<file path="src/rtl/face_window_scheduler.sv">
`timescale 1ns/1ps
// face_window_scheduler
//   Sequences the LBP/SVM face verifier over candidate windows taken from a
//   frame buffer. For each candidate (x,y) it holds the verifier in reset,
//   streams WIN_ROW x WIN_COL pixels from the frame buffer, waits for the
//   verifier's done pulse (or a timeout), samples the class bit and returns
//   a result tagged with the candidate coordinates.
//
//   Optional feature macro: FACE_SCHED_STATS_EN (saturating window/face counters).
//
// Ports
//   clock, reset_n                  clock, asynchronous active-low reset
//   cand_valid/cand_ready/x/y       candidate input handshake
//   fb_addr, fb_rd_en               frame-buffer read port (1-cycle latency)
//   ver_reset, ver_enable,
//   ver_address                     verifier control, aligned with fb data
//   ver_done, ver_class             verifier completion pulse and class bit
//   res_valid/res_ready/x/y/face/err result output handshake
//   busy                            scheduler not idle
//   stat_windows, stat_faces        result statistics (0 when stats disabled)
module face_window_scheduler #(
  parameter int unsigned IM_COL     = 320,
  parameter int unsigned IM_ROW     = 240,
  parameter int unsigned WIN_COL    = 26,
  parameter int unsigned WIN_ROW    = 26,
  parameter int unsigned ADDR_BITS  = 17,
  parameter int unsigned RST_CYCLES = 4,
  parameter int unsigned TIMEOUT    = 8191
) (
  input  logic                 clock,
  input  logic                 reset_n,
  input  logic                 cand_valid,
  output logic                 cand_ready,
  input  logic [8:0]           cand_x,
  input  logic [7:0]           cand_y,
  output logic [ADDR_BITS-1:0] fb_addr,
  output logic                 fb_rd_en,
  output logic                 ver_reset,
  output logic                 ver_enable,
  output logic [9:0]           ver_address,
  input  logic                 ver_done,
  input  logic                 ver_class,
  output logic                 res_valid,
  input  logic                 res_ready,
  output logic [8:0]           res_x,
  output logic [7:0]           res_y,
  output logic                 res_face,
  output logic [1:0]           res_err,
  output logic                 busy,
  output logic [15:0]          stat_windows,
  output logic [15:0]          stat_faces
);

  localparam int unsigned WIN_PIX  = WIN_COL * WIN_ROW;
  localparam int unsigned MAX_A    = (TIMEOUT > WIN_PIX) ? TIMEOUT : WIN_PIX;
  localparam int unsigned MAX_CNT  = (MAX_A > RST_CYCLES) ? MAX_A : RST_CYCLES;
  localparam int unsigned CNT_W    = $clog2(MAX_CNT + 1);
  localparam int unsigned COL_W    = $clog2(WIN_COL + 1);
  localparam int unsigned ROW_STEP = IM_COL - WIN_COL + 1;

  typedef enum logic [2:0] {
    S_IDLE, S_CLEAR, S_STREAM, S_WAIT, S_SETTLE, S_RESULT
  } state_t;

  state_t                 r_state, w_state;
  logic [CNT_W-1:0]       r_cnt, w_cnt;
  logic [COL_W-1:0]       r_col, w_col;
  logic [ADDR_BITS-1:0]   r_base, w_base;
  logic [8:0]             r_x, w_x;
  logic [7:0]             r_y, w_y;
  logic                   r_cand_ready, w_cand_ready;
  logic [ADDR_BITS-1:0]   r_fb_addr, w_fb_addr;
  logic                   r_fb_rd_en, w_fb_rd_en;
  logic                   r_ver_reset, w_ver_reset;
  logic                   r_ver_enable, w_ver_enable;
  logic [9:0]             r_ver_address, w_ver_address;
  logic                   r_res_valid, w_res_valid;
  logic                   r_res_face, w_res_face;
  logic [1:0]             r_res_err, w_res_err;
  logic                   r_busy, w_busy;
  logic                   w_oob;
  logic                   w_res_hs;

  // Window must fit entirely inside the frame
  assign w_oob = ((32'(cand_x) + WIN_COL) > IM_COL) || ((32'(cand_y) + WIN_ROW) > IM_ROW);
  assign w_res_hs = (r_state == S_RESULT) && res_ready;

  // State and registered outputs
  always_ff @(posedge clock or negedge reset_n) begin
    if (!reset_n) begin
      r_state       <= S_IDLE;
      r_cnt         <= '0;
      r_col         <= '0;
      r_base        <= '0;
      r_x           <= '0;
      r_y           <= '0;
      r_cand_ready  <= 1'b0;
      r_fb_addr     <= '0;
      r_fb_rd_en    <= 1'b0;
      r_ver_reset   <= 1'b1;
      r_ver_enable  <= 1'b0;
      r_ver_address <= '0;
      r_res_valid   <= 1'b0;
      r_res_face    <= 1'b0;
      r_res_err     <= 2'b00;
      r_busy        <= 1'b0;
    end else begin
      r_state       <= w_state;
      r_cnt         <= w_cnt;
      r_col         <= w_col;
      r_base        <= w_base;
      r_x           <= w_x;
      r_y           <= w_y;
      r_cand_ready  <= w_cand_ready;
      r_fb_addr     <= w_fb_addr;
      r_fb_rd_en    <= w_fb_rd_en;
      r_ver_reset   <= w_ver_reset;
      r_ver_enable  <= w_ver_enable;
      r_ver_address <= w_ver_address;
      r_res_valid   <= w_res_valid;
      r_res_face    <= w_res_face;
      r_res_err     <= w_res_err;
      r_busy        <= w_busy;
    end
  end

  // Next-state and next-output logic
  always_comb begin
    w_state       = r_state;
    w_cnt         = r_cnt;
    w_col         = r_col;
    w_base        = r_base;
    w_x           = r_x;
    w_y           = r_y;
    w_fb_addr     = r_fb_addr;
    w_fb_rd_en    = 1'b0;
    w_ver_reset   = r_ver_reset;
    w_ver_enable  = 1'b0;
    w_ver_address = r_ver_address;
    w_res_valid   = r_res_valid;
    w_res_face    = r_res_face;
    w_res_err     = r_res_err;

    case (r_state)
      S_IDLE: begin
        w_ver_reset = 1'b1;
        if (cand_valid && r_cand_ready) begin
          w_x    = cand_x;
          w_y    = cand_y;
          w_base = ADDR_BITS'(32'(cand_y) * IM_COL + 32'(cand_x));
          w_cnt  = '0;
          w_res_face = 1'b0;
          if (w_oob) begin
            w_state     = S_RESULT;
            w_res_valid = 1'b1;
            w_res_err   = 2'b10;
          end else begin
            w_state   = S_CLEAR;
            w_res_err = 2'b00;
          end
        end
      end

      S_CLEAR: begin
        w_ver_reset = 1'b1;
        if (r_cnt == CNT_W'(RST_CYCLES - 1)) begin
          w_state     = S_STREAM;
          w_cnt       = '0;
          w_col       = '0;
          w_fb_addr   = r_base;
          w_fb_rd_en  = 1'b1;
          w_ver_reset = 1'b0;
        end else begin
          w_cnt = r_cnt + CNT_W'(1);
        end
      end

      // r_cnt is the index of the pixel being read this cycle; the verifier
      // sees it one cycle later together with the BRAM data.
      S_STREAM: begin
        w_ver_reset   = 1'b0;
        w_ver_enable  = 1'b1;
        w_ver_address = 10'(r_cnt);
        if (r_cnt == CNT_W'(WIN_PIX - 1)) begin
          w_state = S_WAIT;
          w_cnt   = '0;
        end else begin
          w_fb_rd_en = 1'b1;
          w_cnt      = r_cnt + CNT_W'(1);
          if (r_col == COL_W'(WIN_COL - 1)) begin
            w_col     = '0;
            w_fb_addr = r_fb_addr + ADDR_BITS'(ROW_STEP);
          end else begin
            w_col     = r_col + COL_W'(1);
            w_fb_addr = r_fb_addr + ADDR_BITS'(1);
          end
        end
      end

      // ver_done takes priority over a coincident timeout
      S_WAIT: begin
        w_ver_address = 10'(WIN_PIX - 1);
        if (ver_done) begin
          w_state = S_SETTLE;
        end else if (r_cnt == CNT_W'(TIMEOUT - 1)) begin
          w_state     = S_RESULT;
          w_res_valid = 1'b1;
          w_res_face  = 1'b0;
          w_res_err   = 2'b01;
          w_ver_reset = 1'b1;
        end else begin
          w_ver_enable = 1'b1;
          w_cnt        = r_cnt + CNT_W'(1);
        end
      end

      // Class register is valid the cycle after ver_done
      S_SETTLE: begin
        w_state     = S_RESULT;
        w_res_valid = 1'b1;
        w_res_face  = ver_class;
        w_res_err   = 2'b00;
        w_ver_reset = 1'b1;
      end

      S_RESULT: begin
        w_ver_reset = 1'b1;
        if (res_ready) begin
          w_state     = S_IDLE;
          w_res_valid = 1'b0;
        end
      end

      default: w_state = S_IDLE;
    endcase

    w_cand_ready = (w_state == S_IDLE);
    w_busy       = (w_state != S_IDLE);
  end

  assign cand_ready  = r_cand_ready;
  assign fb_addr     = r_fb_addr;
  assign fb_rd_en    = r_fb_rd_en;
  assign ver_reset   = r_ver_reset;
  assign ver_enable  = r_ver_enable;
  assign ver_address = r_ver_address;
  assign res_valid   = r_res_valid;
  assign res_x       = r_x;
  assign res_y       = r_y;
  assign res_face    = r_res_face;
  assign res_err     = r_res_err;
  assign busy        = r_busy;

`ifdef FACE_SCHED_STATS_EN
  logic [15:0] r_stat_windows;
  logic [15:0] r_stat_faces;

  // Saturating counters, updated on each result handshake
  always_ff @(posedge clock or negedge reset_n) begin
    if (!reset_n) begin
      r_stat_windows <= '0;
      r_stat_faces   <= '0;
    end else if (w_res_hs) begin
      if (r_stat_windows != 16'hFFFF) r_stat_windows <= r_stat_windows + 16'd1;
      if (r_res_face && (r_stat_faces != 16'hFFFF)) r_stat_faces <= r_stat_faces + 16'd1;
    end
  end

  assign stat_windows = r_stat_windows;
  assign stat_faces   = r_stat_faces;
`else
  assign stat_windows = 16'd0;
  assign stat_faces   = 16'd0;
`endif

endmodule

</file>
<file path="config.mk">
export PLATFORM = sky130hd
export DESIGN_NAME = face_window_scheduler
export DESIGN_NICKNAME = d
export VERILOG_FILES = /design/src/rtl/face_window_scheduler.sv
export SDC_FILE = /design/constraint.sdc
export NUM_CORES = 1
export LEC_CHECK = 0
export ABC_CLOCK_PERIOD_IN_PS = 2500
export BUFFER_PORTS_ARGS = -buffer_cell sky130_fd_sc_hd__buf_2
export CAP_MARGIN = 20
export CORE_UTILIZATION = 51
export DETAILED_ROUTE_END_ITERATION = 10
export PLACE_DENSITY_LB_ADDON = 0.25
export SYNTH_ARGS = -nofsm -noshare
export SYNTH_HDL_FRONTEND = slang
export SYNTH_SLANG_ARGS = --single-unit
export TNS_END_PERCENT = 50
</file>
<file path="constraint.sdc">
create_clock -name clock -period 2.5 [get_ports clock]
set_input_delay 0.5 -clock clock [delete_from_list [all_inputs] [get_ports clock]]
set_output_delay 0.5 -clock clock [all_outputs]
set_load 0.02 [all_outputs]
</file>
==> summary.md, run 1 <==
The setup violation total in the final timing report was 0; the wire length the detailed router placed on met1 was 5940 µm. For this run, the leading register cell type out of synthesis is dfrtp_1. The number of antenna diodes in the final layout is 0. Buffers inserted to repair hold after CTS numbered 0.

From left edge to right edge, the die measures 105 µm. Across the VDD grid, the largest voltage drop is 0.454 mV. Walking the worst path, the cells encountered are ha_1 -> nand4b_1 -> inv_2 -> ha_4 -> nand3_2 -> o31ai_2 -> a21o_1 -> nor2b_4 -> a31oi_1 -> o22a_1. The category of the worst setup path launch point is a flop.

In the layout the commonest cells are nand2_1, dfrtp_1, buf_2. Timing analysis after detailed placement gives a worst setup slack of -0.241 ns. The count of flip-flops with a built-in enable after synthesis is 0, and the vias per cell is 5.51. The library cell used most frequently in the layout, excluding fill and tap cells, is nand2_1.

The average instance in the mapped netlist occupies 8.62 µm². The number of failing hold endpoints at the final stage was 0. The sort of element at the end of the critical path is a flop. At the end of routability-driven placement, the weighted congestion stood at 0.848. The region available for standard cell placement spans 10300 µm². CTS placed an instance of clkbuf_8 at the clock tree root. Routed signal wires occupy layers up through met4. The number of slew-limit violations in the final report came out at 0.

In this run the worst hold path is classified as in -> async. The top cell type by area accounts for 38.8% of the synthesized area. Hold timing on the final database bottoms out at a slack of 0.0373 ns. The boundary pin count is 108, and the total negative slack is 0 ns. The area growth from synthesis to layout is 17.6%. The number of cells on the worst reg-to-reg path was 10.

dfrtp_1 takes more of the synthesized area than any other cell. For flop-to-flop paths, the worst setup slack is 0.04 ns. The netlist uses 76 different library cells. The number of antenna violations at the first check in global routing came out at 0. Counting every sink on the clock net gives 85.

The number of placed instances, taps included, is 848. Post-synthesis instance area: 5420 µm². The count of non-filler cells in the finished layout was 868. The register bit count reported by yosys came out at 85. Measured on the finished design, the core utilization comes to 61.8%. Once detail routing completed, the nets flagged for antenna violations numbered 0. By area the synthesized netlist is led by dfrtp_1, nand2_1, ha_1. The overflow left after global routing is 0. Summed over all nets, wire length on met2 after detailed routing comes to 5980 µm. In the routed design, unresolved DRC markers number 0. The post-synthesis sequential area ratio is 39.3%, and the final-stage net count is 778.

Of the cells placed in the final design, the portion with a size suffix greater than 1 is 24.0%. The first global-routing pass estimated 20600 µm of wire. The power density relative to cell area was 964 nW/µm²; the time the final worst path needs with I/O delays and setup was 2.46 ns. The run gives 6.15 mW as the total power draw. The height of the die works out to 105 µm. After detailed routing, the met3 layer carries 544 µm of wire.

The run gives 0 as the number of synthesis warnings. The share of the clock period used by the worst path after layout works out to 98.3%. After floorplanning, the core was divided into 37 placement rows.

Of all flip-flops after synthesis, the portion carrying an async set or reset was 100%. Setup repair after global routing could not meet its margin everywhere. Along the worst path, the maximum fanout reaches 4. The routed layout has 4781 vias. The number of global-route vias before repair is 4420.

In this run the number of H-tree levels came out at 3. At the worst endpoint, the arrival time is 2.71 ns. The run finished with clean final reports. After detailed placement, the total cell area comes to 6010 µm².

The final clock skew is 0.00904 ns, and the largest incremental delay on the critical path is 0.39 ns. Max-cap violations in this run came to 0. For this design the static power due to leakage is 3.07 nW.

Global routing used 23.3% of the available tracks. Dividing the detail-routed wire length by the instance count gives 14.6 µm. The largest individual stage delay along the critical path comes from the cell dfrtp_1.

The tools report the maximum frequency from static timing analysis as 407 MHz. After routing the design area is 6380 µm². For the worst setup path, the data required time is 2.75 ns. Wires add up to 12700 µm.

The count of input and output buffers was 75; the number of buffers between clock root and the deepest sink was 2. The clock edge transition at the registers on the reported setup and hold paths was 0.09 ns; the area enclosed by the die boundary was 11000 µm². The tools report the final critical-path setup slack as 0.0425 ns. Entering global routing, the biggest net connects 62 pins. Clock latency on the worst-skew pair: 0.36 ns.

The run gives 299 as the violation count after the first detailed-routing iteration. Detailed placement ended at an HPWL of 9170 µm. The tools report the number of instances in the synthesized netlist as 629. The run gives 52.5% as the starting utilization of the core area. TritonCTS built the clock tree. For this run, the detailed router's first-pass iteration total came to 5. The class of the most critical setup path was reg -> reg. The number of buffers created by CTS is 9.
[per-layer routing]
layer / vias up / track usage, %
met1: 2271 / 31.4
met2: 137 / 37.6
met4: 0 / 10.1
met3: 17 / 2.93
li1: 2356 / -
met5: - / 0
[cells in the mapped netlist (all sizes together) (4+ instances only)]
cell / instances
o22ai: 4
a21o: 6
nor4: 6
xnor2: 6
o21ai: 57
dfrtp: 84
and3: 7
nand4: 7
ha: 25
or2: 6
nand2: 102
nand3: 15
nand2b: 5
o21a: 5
nor2: 46
buf: 52
a31oi: 6
nor2b: 10
a21oi: 34
or3: 6
inv: 23
clkbuf: 16
xor2: 7
o31ai: 9
a211oi: 8
nor3: 18
[power by group]
part	switching (mW)	leakage [nW]	internal [mW]
sequential	0.465	1.08	1.85
clock	0.505	0.105	0.557
combinational	1.70	1.88	1.07
total	2.67	3.07	3.47
[state kept, by name (all words and copies together) (netlist names), 2 cells and up]
name / count
fb_addr: 17
r_base: 17
r_cnt: 13
ver_address: 10
res_y: 8
r_col: 5
r_state: 3
res_x: 3
res_err: 2
[worst max-delay path, delay by kind of cell (launching register included)]
kind / cells / cell delay (ns)
compound gates: 4 / 0.79
fa+ha+maj: 2 / 0.52
buf+inv: 1 / 0.15
flops: 1 / 0.39
simple gates: 3 / 0.50
[timing repair]
item / 4_1_cts / 5_1_grt
setup buffers: 0 / 4
endpoints found under the setup margin: 0 / 10
resized for setup: 0 / 21
[cells by family after synthesis]
group | count (synthesis) | share of synthesized area, %
AND/OR/NAND/NOR | 245 | 22.2
buffers and inverters | 91 | 9.60
flip-flops | 85 | 39.3
multiplexers | 2 | 0.369
adder cells (fa/ha/maj) | 28 | 6.88
XOR/XNOR | 13 | 2.10
other | 1 | 0.0692
AO/OA/AOI/OAI | 164 | 19.5
[final cells by class]
type                            count  area [µm²]
Fill cell                         912        3950
Multi-Input combinational cell    484        3020
Sequential cell                    85        2130
Timing Repair Buffer              124         758
Tap cell                          136         170
Clock buffer                        9         124
Clock inverter                      7        90.1
Inverter                           23        90.1
[path summary, 6_finish.rpt]
kind	start	end
worst max-delay path	r_col[0]	fb_addr[13]
worst min-delay path	reset_n	r_cnt[2]
worst max register to register	r_col[0]	fb_addr[13]
worst min register to register	ver_address[2]	ver_address[2]
max in group asynchronous	reset_n	r_state[0]
min in group clock	cand_x[0]	r_base[0]
Note: power is estimated with default switching activity, not from simulation.
==> run 2: changes to the inputs <==
Settings changed: CORE_UTILIZATION 51 to 52, CTS_BUF_LIST set to sky130_fd_sc_hd__clkbuf_4 sky130_fd_sc_hd__clkbuf_8.
==> run 2 against run 1 <==
Compared with the run above:
- wire length grew 2.1%
- global-route usage grew 1.2 points
- non-clock buffer count grew 1
- die area shrank 1.9%
- register-to-register slack is essentially flat
- via count grew 1.7%
- cell area grew 0.49%
- fmax is essentially flat
- flip-flop and latch count is the same
==> summary.md, run 2 (same netlist as run 1, synthesis figures left out) <==
The longest clock path from root to sink contains 2 buffers. Clock tree synthesis selected as its root buffer the cell clkbuf_8. The tools report the number of global-route vias before repair as 4523. The tools report the relative slew slack as 66.1%. The count of antenna diodes in the layout came out at 0.

The critical path goes through ha_1 -> nand4b_1 -> inv_2 -> ha_4 -> nand3_2 -> o31ai_2 -> a21o_1 -> nor2b_4 -> a31oi_1 -> o22a_1. The share of post-route cells with drive strength above 1 is 24.6%, and the height of the die is 104 µm. The static power due to leakage was 3.08 nW. VDD sags by at most 0.455 mV. After legalization and detailed placement, the total HPWL measured 9460 µm. In this run the most used layer during global routing was met2.

For the global-route met3 utilization, the log shows 3.20%. Max-cap violations in this run came to 0. The logs give 0 for the detailed-route DRC error count and 9950 µm² for the core box area.

Leaving out fill and tap cells, the most frequent cells in the layout are nand2_1, dfrtp_1, buf_2. STA classifies the critical path endpoint as a flop. The tools report the placer congestion estimate as 0.856.

The number of buffers inserted by hold repair at cts was 0. Port buffering added 75 buffers. The largest single stage delay on the critical path is 0.40 ns.

The H-tree was split into 3 levels. The worst setup path is of the reg -> reg kind. The global-route usage over all layers is 24.5%. The endpoint of the worst-slack reg-to-reg timing path was fb_addr[13]. The tools report the number of failing hold endpoints at the final stage as 0. Across all hold checks on the routed design, the worst slack comes to 0.0836 ns. The final critical-path setup slack is 0.0431 ns.

TritonCTS built the clock tree. The run gives 33.1% as the met1 usage. For the pin with the worst max-slew slack, the measured transition is 0.508 ns. The worst path buffer plus inverter count was 1. The smallest clock period supported by the final layout is computed as 2.46 ns. The first-pass GRT wire length was 21500 µm; the area growth from synthesis to layout was 18.2%.

The tools report the boundary pin count as 108. Once layout is complete, the utilization of the core stands at 64.4%. The total overflow left after global routing is 0. The number of slew-limit violations in the final report came out at 0.

The maximum fanout along the worst path was 4; the required time of the critical path was 2.77 ns. After detailed routing, the number of vias per cell comes to 5.62. The post-layout instance area was 6410 µm²; the final clock skew was 0.0121 ns.

The die covers 10800 µm². Setup repair after global routing could not meet its margin everywhere. Across all register-to-register paths, the minimum setup slack is 0.04 ns. The initialized floorplan defines 36 standard-cell rows. Leaving out fill and tap cells, the most frequent cell in the layout is nand2_1. Power spread over the standard cell area amounts to 975 nW/µm². The cell at the slowest stage of the critical path is dfrtp_1.

In this run the cell area measured after placement is 6010 µm². The flow ran to the end, and the final reports show no timing, DRC or antenna violations. The number of clock buffers added by TritonCTS is 9.

The category of the worst setup path launch point was a flop. The final antenna-violating net count is 0. Measured along the x axis, the die boundary spans 104 µm. The tools report the reg-to-reg critical path startpoint as r_col[0]. Static timing analysis puts the maximum clock frequency at 407 MHz.

Before CTS, the worst setup slack after placement is -0.250 ns. Global routing consumed, on the met2 layer, 40.0% of the routing resources. The average wire per standard cell was 15.0 µm; the starting utilization of the core area was 54.5%.

After the first detailed-routing iteration, the DRC count stood at 218. The clock net in this run drives a total of 85 sinks. The finished layout holds 866 standard cells, fillers aside. Sum of routed wire length over all layers: 13000 µm. For this run, the post-layout net count is 779.

Data arrives at the worst endpoint at 2.72 ns. The share of the clock period used by the worst path after layout was 98.3%. The path class of the tightest hold or removal check is in -> async.

The number of cells on the worst reg-to-reg path is 10. For the clock latency on the worst-skew pair, the log shows 0.37 ns. The clock edge transition at the registers on the reported setup and hold paths is 0.09 ns, and the largest net degree at the start of global routing is 49. The first detailed-routing pass took 5 iterations. The final route contains 4864 vias. Grouping stages by cell kind, the critical path spends the most delay in compound AO/OA/AOI/OAI gates.

After detailed placement, the design holds a cell count of 845. Number of antenna violations at the first check in global routing: 0. The setup violation total in the final timing report was 0.
-- run 2: changes by cell type in the layout (fill, tap and decap cells not counted), sizes merged --
cell	delta
clkinvlp	-1
clkbuf	+1
buf	+1
-- run 2: worst max path at each step --
stage,startpoint,endpoint,slack [ns],cells past startpoint
finish,r_col[0],fb_addr[13],0.04,10
global route,r_col[1],fb_addr[13],-0.13,11
CTS,r_col[1],fb_addr[13],0.03,12
detailed placement,cand_y[3],r_base[16],-0.25,11
global placement,cand_y[3],r_base[16],-0.19,11
floorplan,cand_y[1],r_base[16],0.01,10
-- run 2: layout make-up --
class                           count  area, µm²
Inverter                           23       90.1
Clock buffer                       10        138
Tap cell                          133        166
Multi-Input combinational cell    484       3030
Clock inverter                      6       86.3
Fill cell                         849       3550
Sequential cell                    85       2130
Timing Repair Buffer              125        766
-- run 2: power by group --
| group | switching (mW) | internal [mW] |
|---|---|---|
| Combinational | 1.72 | 1.09 |
| Sequential | 0.485 | 1.85 |
| Clock | 0.516 | 0.588 |
| Total | 2.72 | 3.53 |
-- run 2: per-stage QoR --
stage                     power, mW  setup TNS [ns]
after floorplan                4.22               0
after detailed placement       5.01          -0.517
final                          6.25               0
after global placement         4.91          -0.313
after global routing           6.66          -0.660
after CTS                      6.12               0
-- run 2: layer usage --
layer | part of all wire (%) | wire, µm
met1 | 46 | 5930
met3 | 4.7 | 615
met2 | 48 | 6200
met5 | 0 | 0
met4 | 1.8 | 235
-- run 2: repair_timing --
item	CTS	global route
buffers inserted	0	5
setup endpoints to repair	2	10
gates resized for setup	1	22
pin swaps	0	7
==> run 3: changes to the inputs <==
Settings changed: CORE_MARGIN set to 2, CORE_UTILIZATION 52 to 45, REMOVE_ABC_BUFFERS set to 1.
==> run 3 against run 2 <==
Compared with the run above:
- die area rose by 19%
- critical path depth unchanged
- cell count is 2.7% higher
- first-iteration DRC count is 89% higher
- wire length grew 4.1%
- sequential power barely moved
==> summary.md, run 3 (same netlist as run 1, synthesis figures left out) <==
Subtracting the final worst setup slack from the clock period gives 2.47 ns. In this run the power density over the cells is 948 nW/µm². The clock passes through at most 2 buffers. The number of antenna violations at the first check in global routing was 0.

After layout, the worst setup slack is 0.0306 ns. The sort of element at the end of the critical path was a flop. The tool flagged a number of max-cap violations equal to 0. The tools report the combinational share of power as 46.2%. STA classifies the critical path startpoint as a flop.

For the overflow left after global routing, the log shows 0. Setup violations remaining at the end of the flow were counted as 0. 0 antenna diodes ended up in the layout. The number of failing hold endpoints at the final stage is 0.

The clock reaches the later pin of the worst-skew pair after 0.38 ns. Once detailed placement completed, the half-perimeter wirelength came to 9850 µm. The tools report the number of optimization iterations in the first detailed-route pass as 5.

Relative to the synthesized area, the layout overhead comes to 18.9%. The number of global-route vias before repair came out at 4483. The run gives 60.1% as the relative slew slack. The finished cells cover 6450 µm².

The library cell used most frequently in the layout, excluding fill and tap cells, is nand2_1. Overall power consumption after layout is estimated at 6.11 mW. For this run, design rule violations remaining after detail routing come to 0. Registers are responsible for 37.9% of the overall power. The path class of the tightest hold or removal check is in -> async. After the last flow step, the layout net total stands at 789. The total area inside the core boundary comes to 11900 µm². The height of the die was 114 µm; the final core utilization was 54.4%. The worst register-to-register path begins at r_col[1]. In the layout the commonest cells are nand2_1, dfrtp_1, buf_2.

The tools report the launch point of the critical path as r_col[1]. The share of the clock period used by the worst path after layout works out to 98.8%. In this run the tool buffered the top-level ports with 75 buffer cells.

In this design, the stage delay of the slowest critical-path cell is 0.42 ns. Entering global routing, the biggest net connects 45 pins. The run finished with clean final reports. The clock edge transition at the registers on the reported setup and hold paths is 0.09 ns, and the violation count after the first detailed-routing iteration is 412. The H-tree depth reported by CTS is 3, and the final clock skew is 0.0114 ns.

The number of buffers created by CTS was 9; the fraction of power consumed by the clock network was 15.8%. Dividing the detail-routed wire length by the instance count gives 15.2 µm. The worst setup path is of the reg -> reg kind.

Hold is met by 0.112 ns. For the worst setup path, the data arrival time is 2.74 ns. Fill cells in the final layout number 1098. Wires add up to 13500 µm.

Traced cell by cell, the critical path runs through inv_1 -> ha_2 -> nand4b_1 -> fa_2 -> nand2b_1 -> a21oi_2 -> o311a_1 -> and3_4 -> a31oi_1 -> o22a_1. Cell internal power was estimated by the tool at 3.41 mW. The horizontal die dimension works out to 114 µm. The tree is rooted in a clkbuf_8.

The first-pass GRT wire length is 22200 µm, and the required time of the critical path is 2.77 ns. The net switching share of the total power was 44.2%. The tools report the starting utilization of the core area as 45.7%.

Setup repair after global routing could not meet its margin everywhere. Summed over all cells, the static leakage comes to 3.12 nW. For the global-route usage over all layers, the log shows 21.5%. Using the TritonRoute via totals, the vias-per-cell ratio works out to 5.48. The tools report the area enclosed by the die boundary as 12900 µm². TritonCTS built the clock tree. 108 I/O pins were placed. Counting every sink on the clock net gives 85. Worst-case vdd ir drop: 0.512 mV.

The final antenna-violating net count is 0. The share of post-route cells with drive strength above 1 works out to 25.1%. The slowest stage of the critical path is the fa_2 cell.

The logs give 0.909 for the placer congestion estimate and 6080 µm² for the placement-stage cell area. At the pin with the least slew margin, the transition time is 0.598 ns. The number of slew-limit violations in the final report is 0.

The run gives 40 as the count of standard-cell rows. Of all nets on the critical path, the largest fanout is 4. The tools report the net switching component of the power as 2.70 mW. The run gives 4869 as the via total after detailed routing. Static timing analysis puts the maximum clock frequency at 405 MHz. At the placement stage, the worst setup path has a slack of -0.360 ns.
run 3: power groups by stage:
| stage | Sequential [mW] | Combinational, mW | Clock [mW] |
|---|---|---|---|
| after floorplan | 2.66 | 1.32 | 0 |
| after global placement | 2.28 | 2.70 | 0 |
| after detailed placement | 2.31 | 2.75 | 0 |
| after CTS | 2.28 | 2.77 | 0.996 |
| after global routing | 2.38 | 3.14 | 1.07 |
| final | 2.32 | 2.83 | 0.967 |
run 3: cell type report:
type	instances	area [µm²]	area share, %
Tap cell	147	184	2.85
Multi-Input combinational cell	484	3020	46.8
Sequential cell	85	2130	33.0
Clock inverter	5	52.6	0.815
Inverter	23	86.3	1.34
Clock buffer	10	131	2.04
Timing Repair Buffer	135	845	13.1
run 3: critical path: cells and delay by family (launching register included):
family,cells,cell delay [ns]
AOI/OAI and AO/OA,4,0.73
adders and majority gates,2,0.57
buffers and inverters,1,0.06
DFF,1,0.38
and+or+nand+nor,3,0.62
run 3: metrics by stage:
step	setup TNS (ns)	cells
after floorplan	-0.843	592
after global placement	-0.874	867
after detailed placement	-1.38	867
after CTS	-0.0288	882
after global routing	-0.187	889
final	0	889
run 3: path summary, 6_finish.rpt:
check	endpoint	slack [ns]	depth (start not counted)
worst min register to register	res_y[3]	0.48	2
max in group asynchronous	ver_reset	1.70	2
worst max-delay path	fb_addr[16]	0.03	10
min in group clock	r_base[0]	0.34	3
worst max register to register	fb_addr[16]	0.03	10
worst min-delay path	fb_addr[9]	0.11	1
run 3: repair_timing:
item,CTS,global route
resized for setup,1,25
pin swaps,0,6
endpoints found under the setup margin,4,11
hold buffers,0,0
buffers inserted,0,7
run 3: layer usage:
layer	global-route usage (%)	vias up	wire (µm)
met5	0	-	0
met4	7.56	0	265
met3	4.25	20	816
met2	33.1	166	6210
met1	30.2	2301	6220
li1	-	2382	-
